==> src/rtl/syncfifo_rd_stream.sv <==
// syncfifo_rd_stream: drains a syncfifo read port into a valid/ready stream
// through a two-entry output buffer. It handles both standard-latency and
// FWFT FIFO configurations and never reads more words than it can hold.
module syncfifo_rd_stream #(
  parameter int DATA_WIDTH = 8,
  parameter bit FWFT_EN    = 1'b0,
  parameter int CNT_WIDTH  = 16
) (
  input  logic                  clk,
  input  logic                  rst,
  input  logic [DATA_WIDTH-1:0] fifo_dout,
  input  logic                  fifo_empty,
  output logic                  fifo_rd_en,
  output logic [DATA_WIDTH-1:0] m_data,
  output logic                  m_valid,
  input  logic                  m_ready,
  input  logic                  flush,
  output logic [CNT_WIDTH-1:0]  beat_cnt
);

  // Buffer storage: buf_head is the stream head, buf_tail is the second entry.
  logic [DATA_WIDTH-1:0] buf_head;
  logic [DATA_WIDTH-1:0] buf_tail;
  logic [1:0]            buf_cnt;
  logic                  inflight;

  logic                  pop;
  logic                  capture;
  logic [2:0]            occ_after_pop;
  logic [1:0]            base_cnt;
  logic [DATA_WIDTH-1:0] head_next;
  logic [DATA_WIDTH-1:0] tail_next;
  logic [1:0]            cnt_next;
  logic                  inflight_next;

  // Read decision, capture decision and next buffer contents for this cycle.
  always_comb begin
    pop           = m_valid && m_ready;
    occ_after_pop = {1'b0, buf_cnt} + {2'b00, inflight} - {2'b00, pop};
    fifo_rd_en    = !rst && !fifo_empty && !flush && (occ_after_pop < 3'd2);

    if (FWFT_EN) begin
      capture = fifo_rd_en;
    end else begin
      capture = inflight && !flush;
    end

    base_cnt  = buf_cnt - {1'b0, pop};
    head_next = buf_head;
    tail_next = buf_tail;
    if (pop) begin
      head_next = buf_tail;
    end
    if (capture) begin
      if (base_cnt == 2'd0) begin
        head_next = fifo_dout;
      end else begin
        tail_next = fifo_dout;
      end
    end

    if (flush) begin
      cnt_next = 2'd0;
    end else begin
      cnt_next = base_cnt + {1'b0, capture};
    end

    if (FWFT_EN) begin
      inflight_next = 1'b0;
    end else begin
      inflight_next = fifo_rd_en;
    end
  end

  // Buffer, occupancy, in-flight flag and registered valid.
  always_ff @(posedge clk or posedge rst) begin
    if (rst) begin
      buf_head <= '0;
      buf_tail <= '0;
      buf_cnt  <= 2'd0;
      inflight <= 1'b0;
      m_valid  <= 1'b0;
    end else begin
      buf_head <= head_next;
      buf_tail <= tail_next;
      buf_cnt  <= cnt_next;
      inflight <= inflight_next;
      m_valid  <= (cnt_next != 2'd0);
    end
  end

  // Handshake counter, wraps naturally and ignores flush.
  always_ff @(posedge clk or posedge rst) begin
    if (rst) begin
      beat_cnt <= '0;
    end else if (pop) begin
      beat_cnt <= beat_cnt + CNT_WIDTH'(1);
    end
  end

  assign m_data = buf_head;

endmodule

==> config.mk <==
export PLATFORM = sky130hd
export DESIGN_NAME = syncfifo_rd_stream
export DESIGN_NICKNAME = d
export VERILOG_FILES = /design/src/rtl/syncfifo_rd_stream.sv
export SDC_FILE = /design/constraint.sdc
export NUM_CORES = 1
export LEC_CHECK = 0
export ABC_AREA = 1
export ABC_CLOCK_PERIOD_IN_PS = 3250
export BUFFER_PORTS_ARGS = -buffer_cell sky130_fd_sc_hd__buf_2
export CAP_MARGIN = 10
export CORE_MARGIN = 2
export CORE_UTILIZATION = 36
export CTS_BUF_LIST = sky130_fd_sc_hd__clkbuf_16
export DETAILED_ROUTE_END_ITERATION = 8
export GPL_TIMING_DRIVEN = 0
export HOLD_SLACK_MARGIN = 0.06
export PLACE_DENSITY = 0.55
export REMOVE_ABC_BUFFERS = 1
export SYNTH_ARGS = -nofsm -noshare
export SYNTH_HDL_FRONTEND = slang
export SYNTH_SLANG_ARGS = --single-unit
export TNS_END_PERCENT = 100
==> constraint.sdc <==
create_clock -name clk -period 3.25 [get_ports clk]
set_input_delay 0 -clock clk [delete_from_list [all_inputs] [get_ports clk]]
set_output_delay 0 -clock clk [all_outputs]
set_load 0.02 [all_outputs]
### Word-level counts from Yosys, hierarchy flattened

Index checks and enable logic that the tools add are counted.

| word-level totals | value |
|---|---|
| ROM bits | 0 |
| bits in writable memories | 0 |
| bits of input ports | 13 |
| memories | 0 |
| bits in latches | 0 |
| register bits after elaboration | 36 |

| cells by class | value |
|---|---|
| reductions and logical operators | 11 |
| bitwise gates (word level) | 1 |
| order comparisons | 1 |
| shift operators | 0 |
| $add $sub $neg | 5 |
| multiply operators | 0 |
| div/mod/pow operators | 0 |
| multiplexer cells | 4 |
| equal/unequal tests | 0 |

Operators by type and width:

| cell | number |
|---|---|
| 8-bit 2-to-1 mux | 3 |
| 16-bit by 1-bit adder with 16-bit output (second input constant) | 1 |
| 1-bit logical AND | 5 |
| 2-bit by 1-bit adder with 3-bit output | 1 |
| 1-bit logical NOT | 3 |
| 3-bit by 2-bit less-than comparator with 1-bit output (second input constant) | 1 |
| 3-bit by 1-bit subtractor with 3-bit output | 1 |
| 2-bit by 1-bit adder with 2-bit output | 1 |
| 2-bit logical NOT | 1 |
| 2-bit 2-to-1 mux | 1 |
| 2-bit AND reduction | 1 |
| 2-bit nonzero test | 1 |
| 2-bit by 1-bit subtractor with 2-bit output | 1 |
| 1-bit inverter | 1 |

### Depth between registers and ports, before layout

| depth | value |
|---|---|
| depth after elaboration | 5 |
| gate-level depth with buffers | 9 |
| depth with buffers taken out | 8 |

### Least setup slack after synthesis

Ideal clock, no wire load.

| timing path | value |
|---|---|
| path type | register to register |
| start point | reg m_valid |
| end point | reg inflight |
| setup slack | 0.716 ns |
| required time | 3.045 ns |
| period minus slack after synthesis | 2.534 ns |
| stages on the path, launching flop included | 8 |
| arrival | 2.330 ns |
| buffers on the path | 1 |
| cells stage by stage | dfrtp_1 > nand2_4 > buf_2 > nor2_1 > o21ai_0 > fa_1 > nand2_1 > nor4_1 |

| on the way | value |
|---|---|
| longest elaborated chain between the ends | 4 |

Ends and longest elaborated chain:

| element | RTL line | source |
|---|---|---|
| start: declaration | 15 | `output logic m_valid,` |
| start signal: assignment | 88 | `m_valid <= (cnt_next != 2'd0);` |
| 1-bit logical AND | 38 | `pop = m_valid && m_ready;` |
| 3-bit by 1-bit subtractor with 3-bit output | 39 | `occ_after_pop = {1'b0, buf_cnt} + {2'b00, inflight} - {2'b00, pop};` |
| 3-bit by 2-bit less-than comparator with 1-bit output | 40 | `fifo_rd_en = !rst && !fifo_empty && !flush && (occ_after_pop < 3'd2);` |
| 1-bit logical AND | 40 |  |
| named net fifo_rd_en | 13 | `output logic fifo_rd_en,` |
| end signal: assignment | 87 | `inflight <= inflight_next;` |
| end: declaration | 25 | `logic inflight;` |

The timed path passes the listed nets, and every way through them passes these cells.
A chain may end at the register's enable or synchronous reset.

### Worst setup path in the final report

| timing path | value |
|---|---|
| start point | reg m_valid |
| end point | reg inflight |

| on the way | value |
|---|---|
| longest elaborated chain between the ends | 4 |

Ends and longest elaborated chain:

| element | RTL line |
|---|---|
| 1-bit logical AND | 38 |
| 3-bit by 1-bit subtractor with 3-bit output | 39 |
| 3-bit by 2-bit less-than comparator with 1-bit output | 40 |
| 1-bit logical AND | 40 |

Every way passes these cells.

==> flow_metrics.py <==
metrics = {
    "logic_synthesis": {
        "synth_top_cell_by_area": "dfrtp_1",
        "syn_area_um2": 1870,
        "ys_warn_count": 0,
        "yosysSeqAreaShare": 0.483,
        "synth_cell_types": 25,
        "synth_top_cell_area_share": 0.483,
        "avgSynthCellArea_um2": 9.02,
        "ys_seq_elements": 36,
        "netlist_top_cells_area": "dfrtp_1 (48%), nand2_1 (12%), o21ai_2 (7.5%)",
        "synth_cells": 207,
    },
    "critical_path": {
        "worstPathRequired_ps": 3460,
        "critPathMaxFanout": 19,
        "r2r_cells": 8,
        "worstPathArrival_ps": 2820,
        "path_class": "reg2reg",
        "reg2reg_to": "inflight$_DFF_PP0_",
        "timing.rr.start": "m_valid$_DFF_PP0_",
        "crit_path_cell_trace": "nand2_4, inv_1, nor2_1, o21ai_0, fa_1, nand2_1, nor4_1, dlygate4sd3_1",
        "regToRegSetupSlack_ps": 640,
        "critPathLaunchType": "register",
        "slowest_delay_ps": 590,
        "slowest_stage": "dlygate4sd3_1",
        "end_kind": "register",
    },
    "clock_tree": {
        "cts.path.max_buffers": 2,
        "cts-root-buf": "clkbuf_16",
        "postCtsHoldBufs": 12,
        "clock-sinks": 36,
        "htreeDepth": 2,
        "cts_setup_buffers": 0,
        "clock_latency_ps": 270,
        "numCtsBuffers": 5,
        "cts_tree": "yes",
        "cts-resized-gates": 0,
        "clkTransAtPathRegs_ps": 50,
    },
    "timing": {
        "post-route-period-util": 0.803,
        "final.setup.tns_ps": 0,
        "hold_viol_final": 0,
        "worst_slew_pin_slew_ps": 759,
        "whs_ps": 178,
        "slew_viol_final": 0,
        "max_slew_margin": 0.493,
        "skew_ps": 2.04,
        "rsz0062_at_grt": "no",
        "layout_min_cycle_time_ps": 2610,
        "setup_viol_count_final": 0,
        "max_freq_ghz": 0.383,
    },
    "pwr": {
        "power_w": 0.00153,
        "p_leak_nw": 1.25,
        "vdd_ir_drop_max_v": 0.000260,
        "p_per_area_nw_per_um2": 651,
    },
    "layout": {
        "final_cell_mix": "nand2_1 (61), buf_2 (38), dfrtp_1 (36)",
        "nNetsFinal": 276,
        "mostFrequentLayoutCell": "nand2_1",
        "fin_area_um2": 2360,
        "drive_gt1_frac": 0.300,
        "diodes": 0,
        "area_growth_pct": 26.2,
    },
    "routing": {
        "ant_nets": 0,
        "viasPerCell": 4.38,
        "drt_iter0_markers": 83,
        "first_pass_iters": 4,
        "drc": 0,
        "avgRoutedWirePerCell_um": 10.7,
        "wirelength_um": 3530,
        "vias": 1447,
    },
    "floorplanning": {
        "die_width_um": 76.0,
        "core_um2": 5040,
        "die-area_um2": 5780,
        "io_pins": 39,
        "die_h_um": 76.0,
        "core.rowCount": 26,
        "start_util": 0.370,
    },
    "min_path": {
        "hold_class": "in2reg",
        "hp-start": "m_ready",
        "hold_end": "beat_cnt[1]$_DFFE_PP0P_",
        "holdPathStages": 4,
    },
    "global_route": {
        "grt_pass1_wl_um": 6400,
        "grt_max_degree": 37,
        "grt_pass1_vias": 1421,
        "grt-ovfl-total": 0,
        "antenna_found_initial": 0,
        "grt_use_total": 0.136,
    },
    "place": {
        "portBuffers": 38,
        "globalplace.congestion": 0.806,
        "dp_hpwl_um": 2370,
        "dpl-instance-area_um2": 2100,
    },
    "status": {
        "status": "completed",
    },
    "run": {
        "cap_viol_max_count": 0,
    },
}
worst max path at each step:
stage	from	end	slack, ps	cells after the start
after global routing	m_valid$_DFF_PP0_	inflight$_DFF_PP0_	460	8
after floorplan	m_valid$_DFF_PP0_	inflight$_DFF_PP0_	770	7
after global placement	m_valid$_DFF_PP0_	fifo_rd_en	1090	8
final	m_valid$_DFF_PP0_	inflight$_DFF_PP0_	640	8
after detailed placement	m_valid$_DFF_PP0_	fifo_rd_en	1060	8
after CTS	m_valid$_DFF_PP0_	inflight$_DFF_PP0_	620	8
synth_stat cells:
master / n
and2_1: 1
buf_12: 1
buf_2: 2
buf_6: 1
dfrtp_1: 36
fa_1: 1
ha_1: 2
inv_1: 25
inv_2: 1
nand2_1: 61
nand2_2: 4
nand2_4: 5
nand3_1: 4
nand4_1: 7
nor2_1: 12
nor2_2: 6
nor2_4: 1
nor3_1: 2
nor4_1: 1
o21ai_0: 3
o21ai_2: 16
o21ai_4: 1
o22ai_1: 1
xnor2_1: 5
xor2_1: 8
where the power goes:
group | internal (W) | switching, W | total (W)
Combinational | 0.000184 | 0.000272 | 0.000457
Clock | 0.000274 | 0.000164 | 0.000438
Sequential | 0.000552 | 0.0000871 | 0.000639
Total | 0.00101 | 0.000523 | 0.00153
per-stage QoR:
step	std cells	worst slack, ps	util
floorplan	203	766	-
global placement	311	1090	0.417
detailed placement	311	1060	0.417
CTS	330	625	0.467
global route	330	462	0.467
finish	330	642	0.467
sequential cells by signal (all words and copies together), names as in the netlist:
signal	count
inflight	1
m_valid	1
buf_tail	8
beat_cnt	16
m_data	8
buf_cnt	2
final cells by class:
type	count	area [um^2]
repair buffers	50	310
clock inverters	2	7.51
clock buffers	5	125
multi-input cells	141	827
inverters	26	97.6
flip-flops and latches	36	901
well taps	70	87.6
fillers	499	2690
worst max-delay path, delay by kind of cell (launching register included):
| kind | cells | cell delay (ps) |
|---|---|---|
| buffers and inverters | 2 | 840 |
| AO/OA/AOI/OAI | 1 | 110 |
| flip-flops | 1 | 400 |
| AND/OR/NAND/NOR | 4 | 700 |
| adder cells (fa/ha/maj) | 1 | 490 |
cells by family after synthesis:
logic type      share of synthesized area
simple gates                        0.263
compound gates                     0.0952
flops                               0.483
fa+ha+maj                          0.0241
buf+inv                            0.0744
xor+xnor                           0.0610
layer usage:
metal | GRT usage | vias up | wire length (um)
li1 | - | 754 | -
met3 | 0.0379 | 7 | 168
met1 | 0.174 | 653 | 1710
met2 | 0.221 | 33 | 1600
met5 | 0 | - | 0
met4 | 0.0491 | 0 | 57
No activity file was read; power rests on OpenSTA's default activity.
